## config.mk

```make
export PLATFORM = sky130hd
export DESIGN_NAME = rs_decoder
export DESIGN_NICKNAME = d
export VERILOG_FILES = /design/src/rtl/rs_pkg.sv /design/src/rtl/gf256_mul.sv /design/src/rtl/rs_decoder.sv
export SDC_FILE = /design/constraint.sdc
export NUM_CORES = 2
export LEC_CHECK = 0
export ABC_AREA = 1
export CAP_MARGIN = 10
export CORE_ASPECT_RATIO = 2
export CORE_MARGIN = 4
export CORE_UTILIZATION = 37
export CTS_CLUSTER_SIZE = 30
export DETAILED_ROUTE_END_ITERATION = 8
export PLACE_DENSITY = 0.47
export SLEW_MARGIN = 15
export SYNTH_ARGS = -nofsm -noshare
export SYNTH_HDL_FRONTEND = slang
export SYNTH_MEMORY_MAX_BITS = 65536
export SYNTH_SLANG_ARGS = --single-unit
```

## constraint.sdc

```tcl
create_clock -name clk -period 4.13 [get_ports clk]
set_input_delay 0.413 -clock clk [delete_from_list [all_inputs] [get_ports clk]]
set_output_delay 0.413 -clock clk [all_outputs]
set_load 0.01 [all_outputs]
```

## src/rtl/rs_pkg.sv

```systemverilog
// Shared Reed-Solomon definitions for the RS(255,251) decoder.
// Holds the code dimensions, the GF(2^8) field polynomial 0x11D, the
// alpha powers used by the Horner syndrome update (alpha^0..alpha^3), the
// position-step constant alpha^-1, the input framing state type and a
// GF(2^8) multiply function intended for constant operands.
package rs_pkg;

    localparam int RS_NN = 255;
    localparam int RS_KK = 251;
    localparam int RS_TT = 2;

    localparam logic [8:0] GF_POLY    = 9'h11D;
    localparam logic [7:0] GF_POLY_LO = GF_POLY[7:0];

    // alpha^i for syndrome i; alpha = 0x02 in this field.
    localparam logic [7:0] ALPHA_POW [4] = '{8'h01, 8'h02, 8'h04, 8'h08};
    // alpha^-1 == alpha^254, also the locator value of position k=254.
    localparam logic [7:0] ALPHA_INV = 8'h8E;

    typedef enum logic [1:0] {
        IN_IDLE,
        IN_FRAME,
        IN_DROP
    } in_state_e;

    function automatic logic [7:0] gf_cmul(input logic [7:0] a, input logic [7:0] c);
        logic [7:0] acc;
        logic [7:0] sh;
        acc = '0;
        sh  = a;
        for (int i = 0; i < 8; i++) begin
            if (c[i]) acc = acc ^ sh;
            sh = {sh[6:0], 1'b0} ^ (sh[7] ? GF_POLY_LO : 8'h00);
        end
        return acc;
    endfunction

endpackage

```

## src/rtl/gf256_mul.sv

```systemverilog
// Combinational general GF(2^8) multiplier over the 0x11D field.
// Ports: a, b - operands; p - product a*b.
module gf256_mul
    import rs_pkg::*;
(
    input  logic [7:0] a,
    input  logic [7:0] b,
    output logic [7:0] p
);

    logic [7:0] acc;
    logic [7:0] sh;

    // Shift-and-add: sh walks through a*x^i reduced modulo the field polynomial.
    always_comb begin
        acc = '0;
        sh  = a;
        for (int i = 0; i < 8; i++) begin
            if (b[i]) acc = acc ^ sh;
            sh = {sh[6:0], 1'b0} ^ (sh[7] ? GF_POLY_LO : 8'h00);
        end
        p = acc;
    end

endmodule

```

## src/rtl/rs_decoder.sv

```systemverilog
// Single-error-correcting RS(255,251) decoder.
// Input side: frames symbols into a ping-pong buffer while computing four
// syndromes by Horner. On a well-formed frame end the syndromes are latched,
// the banks swap and the stored word is replayed with a per-position
// single-error locator test; matching symbols are corrected by XOR with S0.
// Ports:
//   clk, rst                  - clock, synchronous active-high reset
//   din_val/din_sop/din_eop   - input symbol strobe and frame markers
//   din                       - received symbol, power 254 first
//   dout_val/dout_sop/dout_eop/dout - corrected data symbols (first KK only)
//   dec_done/dec_corr/dec_fail/err_pos - per-codeword status
//   frm_err                   - malformed frame discarded
//   busy                      - next write bank still being read
module rs_decoder
    import rs_pkg::*;
#(
    parameter int NN = RS_NN,
    parameter int KK = RS_KK,
    parameter int TT = RS_TT
) (
    input  logic       clk,
    input  logic       rst,
    input  logic       din_val,
    input  logic       din_sop,
    input  logic       din_eop,
    input  logic [7:0] din,
    output logic       dout_val,
    output logic       dout_sop,
    output logic       dout_eop,
    output logic [7:0] dout,
    output logic       dec_done,
    output logic       dec_corr,
    output logic       dec_fail,
    output logic [7:0] err_pos,
    output logic       frm_err,
    output logic       busy
);

    localparam int         NPAR      = 2 * TT;
    localparam logic [7:0] LAST_ADDR = 8'(NN - 1);
    localparam logic [7:0] KK_W      = 8'(KK);
    localparam logic [7:0] KK_LAST   = 8'(KK - 1);

    // Input framing state
    in_state_e  state_q, state_d;
    logic [7:0] wr_cnt_q, wr_cnt_d;
    logic       wr_bank_q, wr_bank_d;
    logic [7:0] syn_q [NPAR];
    logic [7:0] syn_d [NPAR];
    logic [7:0] syn_acc [NPAR];
    logic [7:0] syn_lat_q [NPAR];
    logic [7:0] syn_lat_d [NPAR];
    logic       frm_err_q, frm_err_d;
    logic       we;
    logic [7:0] wr_addr;
    logic       start_rd;

    // Readout stage p1 (address issue)
    logic       rd_act_q, rd_act_d;
    logic [7:0] rd_cnt_q, rd_cnt_d;
    logic       rd_bank_q, rd_bank_d;

    // Readout stage p2 (locator test)
    logic       vld_p2_q, first_p2_q, last_p2_q;
    logic [7:0] idx_p2_q;
    logic [7:0] rdata_p2_q;
    logic [7:0] syn_p2_q [NPAR];
    logic [7:0] syn_p2_d [NPAR];
    logic [7:0] a_q, a_d;
    logic [7:0] prod0, prod1, prod2;
    logic       match;

    // Stage p3 (outputs and per-codeword tally)
    logic       dout_val_q, dout_val_d;
    logic       dout_sop_q, dout_sop_d;
    logic       dout_eop_q, dout_eop_d;
    logic [7:0] dout_q, dout_d;
    logic [1:0] mcnt_q, mcnt_d;
    logic       zero_q, zero_d;
    logic [7:0] pos_q, pos_d;
    logic       done_p3_q, done_p3_d;

    // Status registers
    logic       dec_done_q, dec_done_d;
    logic       dec_corr_q, dec_corr_d;
    logic       dec_fail_q, dec_fail_d;
    logic [7:0] err_pos_q, err_pos_d;

    logic [7:0] mem [0:511];
    logic       busy_w;

    // The bank the next frame will fill is busy only while it is being replayed.
    assign busy_w = rd_act_q && (rd_bank_q == wr_bank_q);

    gf256_mul u_mul0 (.a(syn_p2_q[0]), .b(a_q), .p(prod0));
    gf256_mul u_mul1 (.a(syn_p2_q[1]), .b(a_q), .p(prod1));
    gf256_mul u_mul2 (.a(syn_p2_q[2]), .b(a_q), .p(prod2));

    // ---- input stage: framing, syndromes, buffer write ----
    always_comb begin
        state_d   = state_q;
        wr_cnt_d  = wr_cnt_q;
        wr_bank_d = wr_bank_q;
        frm_err_d = 1'b0;
        we        = 1'b0;
        wr_addr   = wr_cnt_q;
        start_rd  = 1'b0;
        rd_act_d  = rd_act_q;
        rd_cnt_d  = rd_cnt_q;
        rd_bank_d = rd_bank_q;
        for (int i = 0; i < NPAR; i++) begin
            syn_acc[i]   = gf_cmul(syn_q[i], ALPHA_POW[i]) ^ din;
            syn_d[i]     = syn_q[i];
            syn_lat_d[i] = syn_lat_q[i];
        end

        if (din_val) begin
            if (din_sop) begin
                if (busy_w) begin
                    state_d   = IN_DROP;
                    frm_err_d = 1'b1;
                end else begin
                    // A sop inside a frame abandons the partial frame.
                    frm_err_d = (state_q == IN_FRAME) || din_eop;
                    state_d   = din_eop ? IN_IDLE : IN_FRAME;
                    we        = 1'b1;
                    wr_addr   = 8'd0;
                    wr_cnt_d  = 8'd1;
                    for (int i = 0; i < NPAR; i++) syn_d[i] = din;
                end
            end else if (state_q == IN_FRAME) begin
                we       = 1'b1;
                wr_cnt_d = wr_cnt_q + 8'd1;
                for (int i = 0; i < NPAR; i++) syn_d[i] = syn_acc[i];
                if (wr_cnt_q == LAST_ADDR) begin
                    state_d   = IN_IDLE;
                    start_rd  = din_eop;
                    frm_err_d = !din_eop;
                end else if (din_eop) begin
                    state_d   = IN_IDLE;
                    frm_err_d = 1'b1;
                end
            end else if (state_q == IN_DROP && din_eop) begin
                state_d = IN_IDLE;
            end
        end

        if (start_rd) begin
            for (int i = 0; i < NPAR; i++) syn_lat_d[i] = syn_acc[i];
            rd_act_d  = 1'b1;
            rd_cnt_d  = 8'd0;
            rd_bank_d = wr_bank_q;
            wr_bank_d = !wr_bank_q;
        end else if (rd_act_q) begin
            rd_cnt_d = rd_cnt_q + 8'd1;
            if (rd_cnt_q == LAST_ADDR) rd_act_d = 1'b0;
        end
    end

    // ---- p1 -> p2: per-codeword locator setup ----
    always_comb begin
        for (int i = 0; i < NPAR; i++) syn_p2_d[i] = syn_p2_q[i];
        a_d = a_q;
        if (rd_act_q && rd_cnt_q == 8'd0) begin
            // Syndromes move to a second copy so a following frame can latch its own.
            for (int i = 0; i < NPAR; i++) syn_p2_d[i] = syn_lat_q[i];
            a_d = ALPHA_INV;
        end else if (vld_p2_q) begin
            a_d = gf_cmul(a_q, ALPHA_INV);
        end
    end

    // ---- p2 -> p3: locator test, correction, tally ----
    always_comb begin
        match = vld_p2_q && (syn_p2_q[0] != 8'h00) && (syn_p2_q[1] == prod0) &&
                (syn_p2_q[2] == prod1) && (syn_p2_q[3] == prod2);

        dout_val_d = vld_p2_q && (idx_p2_q < KK_W);
        dout_sop_d = vld_p2_q && first_p2_q;
        dout_eop_d = vld_p2_q && (idx_p2_q == KK_LAST);
        dout_d     = dout_val_d ? (rdata_p2_q ^ (match ? syn_p2_q[0] : 8'h00)) : 8'h00;
        done_p3_d  = vld_p2_q && last_p2_q;

        mcnt_d = mcnt_q;
        zero_d = zero_q;
        pos_d  = pos_q;
        if (vld_p2_q) begin
            if (first_p2_q) begin
                mcnt_d = match ? 2'd1 : 2'd0;
                zero_d = (syn_p2_q[0] == 8'h00) && (syn_p2_q[1] == 8'h00) &&
                         (syn_p2_q[2] == 8'h00) && (syn_p2_q[3] == 8'h00);
            end else if (match) begin
                mcnt_d = (mcnt_q == 2'd0) ? 2'd1 : 2'd2;
            end
            if (match) pos_d = LAST_ADDR - idx_p2_q;
        end

        // Status sees the finished tally one cycle after the last position.
        dec_done_d = done_p3_q;
        dec_corr_d = dec_corr_q;
        dec_fail_d = dec_fail_q;
        err_pos_d  = err_pos_q;
        if (done_p3_q) begin
            dec_corr_d = !zero_q && (mcnt_q == 2'd1);
            dec_fail_d = !zero_q && (mcnt_q != 2'd1);
            err_pos_d  = (!zero_q && (mcnt_q == 2'd1)) ? pos_q : 8'h00;
        end
    end

    always_ff @(posedge clk) begin
        if (we) mem[{wr_bank_q, wr_addr}] <= din;
        rdata_p2_q <= mem[{rd_bank_q, rd_cnt_q}];
        idx_p2_q   <= rd_cnt_q;
    end

    always_ff @(posedge clk) begin
        if (rst) begin
            state_q    <= IN_IDLE;
            wr_cnt_q   <= '0;
            wr_bank_q  <= 1'b0;
            frm_err_q  <= 1'b0;
            rd_act_q   <= 1'b0;
            rd_cnt_q   <= '0;
            rd_bank_q  <= 1'b0;
            vld_p2_q   <= 1'b0;
            first_p2_q <= 1'b0;
            last_p2_q  <= 1'b0;
            a_q        <= '0;
            dout_val_q <= 1'b0;
            dout_sop_q <= 1'b0;
            dout_eop_q <= 1'b0;
            dout_q     <= '0;
            mcnt_q     <= '0;
            zero_q     <= 1'b0;
            pos_q      <= '0;
            done_p3_q  <= 1'b0;
            dec_done_q <= 1'b0;
            dec_corr_q <= 1'b0;
            dec_fail_q <= 1'b0;
            err_pos_q  <= '0;
            for (int i = 0; i < NPAR; i++) begin
                syn_q[i]     <= '0;
                syn_lat_q[i] <= '0;
                syn_p2_q[i]  <= '0;
            end
        end else begin
            state_q    <= state_d;
            wr_cnt_q   <= wr_cnt_d;
            wr_bank_q  <= wr_bank_d;
            frm_err_q  <= frm_err_d;
            rd_act_q   <= rd_act_d;
            rd_cnt_q   <= rd_cnt_d;
            rd_bank_q  <= rd_bank_d;
            vld_p2_q   <= rd_act_q;
            first_p2_q <= rd_act_q && (rd_cnt_q == 8'd0);
            last_p2_q  <= rd_act_q && (rd_cnt_q == LAST_ADDR);
            a_q        <= a_d;
            dout_val_q <= dout_val_d;
            dout_sop_q <= dout_sop_d;
            dout_eop_q <= dout_eop_d;
            dout_q     <= dout_d;
            mcnt_q     <= mcnt_d;
            zero_q     <= zero_d;
            pos_q      <= pos_d;
            done_p3_q  <= done_p3_d;
            dec_done_q <= dec_done_d;
            dec_corr_q <= dec_corr_d;
            dec_fail_q <= dec_fail_d;
            err_pos_q  <= err_pos_d;
            for (int i = 0; i < NPAR; i++) begin
                syn_q[i]     <= syn_d[i];
                syn_lat_q[i] <= syn_lat_d[i];
                syn_p2_q[i]  <= syn_p2_d[i];
            end
        end
    end

    assign dout_val = dout_val_q;
    assign dout_sop = dout_sop_q;
    assign dout_eop = dout_eop_q;
    assign dout     = dout_q;
    assign dec_done = dec_done_q;
    assign dec_corr = dec_corr_q;
    assign dec_fail = dec_fail_q;
    assign err_pos  = err_pos_q;
    assign frm_err  = frm_err_q;
    assign busy     = busy_w;

endmodule

```

# [Yosys cells after proc, flatten, opt, wreduce, memory -nomap -nowiden]
# Memory sizes are Yosys's and may differ from the RTL's. A register that Yosys moved wholly into a read port is not among the register bits.
# Cells that the tools add are included.
[op_classes] n_bitwise=77 n_reduce_logical=41 eq_ne=13 n_mux=124 add_sub_neg=3 n_lt_le_gt_ge=1
[ops] op="8-bit two-way mux" count=52
[ops] op="8-bit bitwise XOR" count=50
[ops] op="32-bit two-way mux" count=6
[ops] op="5-bit two-way mux" count=34
[ops] op="8-bit by 5-bit bitwise XOR with 8-bit output" count=13
[ops] op="8-bit zero test" count=5
[ops] op="8-bit == test" count=3
[ops] op="8-bit == test, second input constant" count=3
[ops] op="1-bit two-way mux" count=23
[ops] op="2-bit two-way mux" count=9
[ops] op="1-bit logical AND" count=17
[ops] op="8-bit by 1-bit adder with 8-bit output, second input constant" count=2
[ops] op="1-bit OR" count=12
[ops] op="8-bit < comparator, second input constant" count=1
[ops] op="8-bit nonzero test" count=1
[ops] op="2-bit OR reduction" count=4
[ops] op="8-bit subtractor, first input constant" count=1
[ops] op="2-bit AND reduction" count=3
[ops] op="3-bit AND reduction" count=2
[ops] op="2-bit nonzero test" count=3
[ops] op="2-bit by 1-bit == test with 1-bit output, second input constant" count=2
[ops] op="4-bit by 3-bit != test with 1-bit output, second input constant" count=1
[ops] op="1-bit zero test" count=3
[ops] op="3-bit nonzero test" count=1
[ops] op="7 further kinds" count=8
[word_totals] inputBits=13 out_inout_bits=24 reg_bits=75 n_memories=4 mem_bits_rw=4192
[memory_table] memory="mem" words=512 word_bits=8 rd=1 rd_clocked_by_memory_dff=1 wr=1 line="rs_decoder.sv:89" source="logic [7:0] mem [0:511];"
[memory_table] memory="syn_lat_q" words=4 word_bits=8 rd=4 rd_clocked_by_memory_dff=0 wr=4 line="rs_decoder.sv:51" source="logic [7:0] syn_lat_q [NPAR];"
[memory_table] memory="syn_p2_q" words=4 word_bits=8 rd=4 rd_clocked_by_memory_dff=0 wr=4 line="rs_decoder.sv:67" source="logic [7:0] syn_p2_q [NPAR];"
[memory_table] memory="syn_q" words=4 word_bits=8 rd=4 rd_clocked_by_memory_dff=0 wr=4 line="rs_decoder.sv:48" source="logic [7:0] syn_q [NPAR];"

# [Longest topological paths before layout]
# An unclocked memory read counts as a cell.
[logic_depth] ltp_word=23 ltp_mapped=25 depth_no_buf=23

# [By module]
# A second synthesis with hierarchy kept.
[unflattened] cells_unflattened=18273 area_unflattened_um2=185145.1
[by_module_without_submodules] module="rs_decoder" seq_area_each_um2=126581.4 n_inst=1 cells_per_inst=17268 area_per_inst_um2=180295.4
[by_module_without_submodules] module="gf256_mul" seq_area_each_um2=0.0 n_inst=3 cells_per_inst=335 area_per_inst_um2=1616.6

# [Least setup slack after synthesis]
# No wires, ideal clock.
[synth_path] path_kind="flip-flop to flip-flop" start="reg rd_bank_q" end="mem mem[156][0], enable pin" n_path_buf=2 synth_period_minus_slack_ps=2847 setup_time_ps=370 setup_slack_ps=1283 path_stages_with_launch=14 arrival_ps=2477 cell_sequence="dfxtp_1 > buf_2 > inv_2 > nor2_1 > nor3_2 > inv_2 > nand2_1 > inv_2 > nor2_1 > nand2_1 > nor2_1 > nand2_1 > clkbuf_1 > nor2_1"
[synth_between] elab_chain_cells=7 word_cells_on_any_way=10 cone_classes="eq/ne: 1; mux: 8; reduce/logical: 1"
[synth_lines] item="start: declaration" line="rs_decoder.sv:61" source="logic rd_bank_q, rd_bank_d;"
[synth_lines] item="start signal: assignment" line="rs_decoder.sv:253" source="rd_bank_q <= rd_bank_d;"
[synth_lines] item="1-bit == test *" line="rs_decoder.sv:93" source="assign busy_w = rd_act_q && (rd_bank_q == wr_bank_q);"
[synth_lines] item="1-bit logical AND *" line="rs_decoder.sv:93"
[synth_lines] item="named net busy" line="rs_decoder.sv:36" source="output logic busy"
[synth_lines] item="1-bit two-way mux" line="rs_decoder.sv:119" source="if (busy_w) begin"
[synth_lines] item="1-bit two-way mux" line="rs_decoder.sv:118" source="if (din_sop) begin"
[synth_lines] item="1-bit two-way mux" line="rs_decoder.sv:117" source="if (din_val) begin"
[synth_lines] item="1-bit two-way mux" line="rs_decoder.sv:211" source="if (we) mem[{wr_bank_q, wr_addr}] <= din;"
[synth_lines] item="1-bit two-way mux (implied by the code)" line="rs_decoder.sv:211"
[synth_lines] item="end: declaration" line="rs_decoder.sv:89"
# The timed path passes the listed nets; every way through them passes the cells marked *.

==> results.cfg <==
[run_status]
status = finished, final reports clean

[clocking]
insertion_delay_ps = 980
cts_buffers = 376
clock-root-buffer = clkbuf_16
cts_htree_levels = 5
clockBufferDepth = 4
numClockSinks = 4275
cts_tree = built
clk_pin_slew_worst_paths_ps = 70

[layout]
final_cells = 21046
nFillCells = 43444
ff_latch_area_mm2 = 0.127
multi_input_area_mm2 = 0.0411
drive_gt1_share_pct = 11.8
design_area_mm2 = 0.199
final_util_pct = 42.8
areaGrowthSynthToFinish_pct = 15.3
nNetsFinal = 14693

[timing]
period_minus_slack_ps = 3940
post-route-period-util_pct = 95.5
max_slew.worst_pin.slew_ps = 1120
hold_ws_ps = 81.0
drv_slew = 0
relSlewSlack_pct = 24.7
fmax_ghz = 0.254
fin_worst_skew_ps = 54.0
rsz0062_at_grt = no
finalSetupViolCount = 0
timing_hold_violations_final = 0

[logic_synthesis]
seq_area_frac_synth_pct = 73.4
ys_ff_latch = 4275
syn_inst = 14150
yosysWarnings = 0
syn_avg_cell_area_um2 = 12.2
synth.most_common_cell = edfxtp_1
ys_async_sr_fraction_pct = 0
yosys.area.top_type = edfxtp_1
synth.area.top_cells = edfxtp_1, o21ai_0, nor2_1
yosysUniqueCellTypes = 50
synth.top_cells.by_count = edfxtp_1, nor2_1, o21ai_0
synth_top_cell_area_share_pct = 71.3
synth_area_mm2 = 0.172
synthFlopType = edfxtp_1
synth_edf_count = 4096
syn_nets = 14172

[min_path]
hp-class = input port to flip-flop
min_to = mem[158][7]$_DFFE_PP_
hold_depth = 1
min_from = din[7]

[worst_setup_path]
critPathLaunchType = flip-flop
worstPathMaxFanout = 30
r2r_end = rdata_p2_q[2]$_DFF_P_
required_ps = 5010
path_class = flip-flop to flip-flop
ff2ff_path_depth = 11
cp-end-kind = flip-flop
r2r-start = rd_cnt_q[0]$_SDFFE_PP0P_
cp.arrival_ps = 4820
rrSetupSlack_ps = 190

[pwr]
p_leak_nw = 66.3
ir_drop_uv = 325
powerDensity_mw_per_mm2 = 424

[floorplanning]
die_area_mm2 = 0.478
rows = 354
start_util_pct = 37.1
die_w_um = 491
core_area_mm2 = 0.464
die_h_um = 973
io_pins = 37

[placement]
dpl_cell_area_mm2 = 0.187
place.gp.congestion = 0.878
post-dp-hpwl_um = 394000
dp.cells = 20340
port_buffers = 36

[global_routing]
grt_pass1_wl_um = 847000
antenna_found_initial = 18
grt_usage_pct = 24.2
grt_max_degree = 136
grt_pass1_vias = 116928
overflow = 0

[route]
drt_iter0_markers = 8948
drc = 0
vias = 115781
final_antenna_net_count = 0
wl_per_cell_um = 28.4
drt_wl_total_um = 597000
viasPerCell = 5.50
drt_pass1_iterations = 6

[run]
drv_cap = 0
## registers in the layout, indices dropped and copies added, names as in the netlist, 2 cells and up
signal / cells
rd_cnt_q: 8
pos_q: 8
dout: 8
mem: 4096
idx_p2_q: 8
state_q: 2
syn_lat_q: 32
rdata_p2_q: 8
mcnt_q: 2
err_pos: 8
a_q: 8
syn_p2_q: 32
syn_q: 32
wr_cnt_q: 8
## cells by family after synthesis
family / Yosys count / share of synthesized area, %
xor gates and xnor gates: 116 / 0.594
and+or+nand+nor: 4812 / 11.1
adders and majority gates: 9 / 0.0653
buffers and inverters: 1242 / 2.85
AOI/OAI and AO/OA: 3696 / 12.0
DFF: 4275 / 73.4
## critical path: stages, from the launching register on
cell and delay, ps:
dfxtp_4 660, buf_4 390, buf_4 370, o21ai_0 140
o22ai_1 390, a22o_1 250, nor2_1 120, o21ai_0 380
nor4_1 90, nor2_1 590, nor2_1 220, nor2_1 220
## cell usage in the layout (no fill, tap or decap), types with 79 or more instances in the layout
cell,instances
edfxtp_1,4096
nor2_1,2747
o21ai_0,2172
nand2_1,1515
o22ai_1,1068
buf_4,963
clkbuf_16,388
nand3_1,314
inv_1,206
a21oi_1,201
dfxtp_1,174
buf_12,134
nand4_1,102
clkbuf_1,84
clkinv_1,83
a22o_1,79
## timing repair
action / CTS / global route
resized for setup: 1 / 3
setup endpoints to repair: 1 / 1
hold endpoints to repair: 109 / 0
hold buffers: 5 / 0
setup buffers: 0 / 0
## metrics by stage
step	setup WS [ps]	total power, W	setup TNS (ps)
finish	188	0.0842	0
global route	24.0	0.0865	0
CTS	8.44	0.0848	0
detailed placement	-202	0.0497	-202
global placement	-150	0.0497	-150
floorplan	1280	0.0486	0
## metal layers
layer,vias up,share of wire [%],global-route usage (%)
met5,-,0.0077,0
met4,6,6.5,13.6
met3,1103,3.6,2.17
met2,2892,54,46.1
met1,59114,36,26.1
li1,52666,-,-
## report_power, final
part	leakage (nW)	internal (W)	switching, W	total, W
Clock	5.87	0.0192	0.0163	0.0355
Combinational	22.2	0.000197	0.00102	0.00121
Sequential	38.3	0.0475	0.0000383	0.0475
Total	66.3	0.0669	0.0174	0.0842
## layout make-up
class	instances	share of cell area [%]
inverters	247	0.484
clock buffers	479	5.09
repair buffers	1138	5.22
multi-input cells	8633	20.7
diodes	19	0.0239
flip-flops and latches	4275	63.7
clock inverters	203	0.960
well taps	6052	3.81
## worst max path at each step
stage                              from               endpoint  cells past startpoint
5_1_grt             a_q[2]$_SDFFE_PP0P_  pos_q[5]$_SDFFE_PP0P_                     18
3_5_place_dp   rd_cnt_q[0]$_SDFFE_PP0P_  rdata_p2_q[7]$_DFF_P_                     13
2_1_floorplan    rd_bank_q$_SDFFE_PP0P_  mem[156][0]$_DFFE_PP_                     13
4_1_cts        rd_cnt_q[0]$_SDFFE_PP0P_  rdata_p2_q[2]$_DFF_P_                     13
3_3_place_gp   rd_cnt_q[0]$_SDFFE_PP0P_  rdata_p2_q[7]$_DFF_P_                     13
6_report       rd_cnt_q[0]$_SDFFE_PP0P_  rdata_p2_q[2]$_DFF_P_                     11
Note: power is estimated with default switching activity, not from simulation.
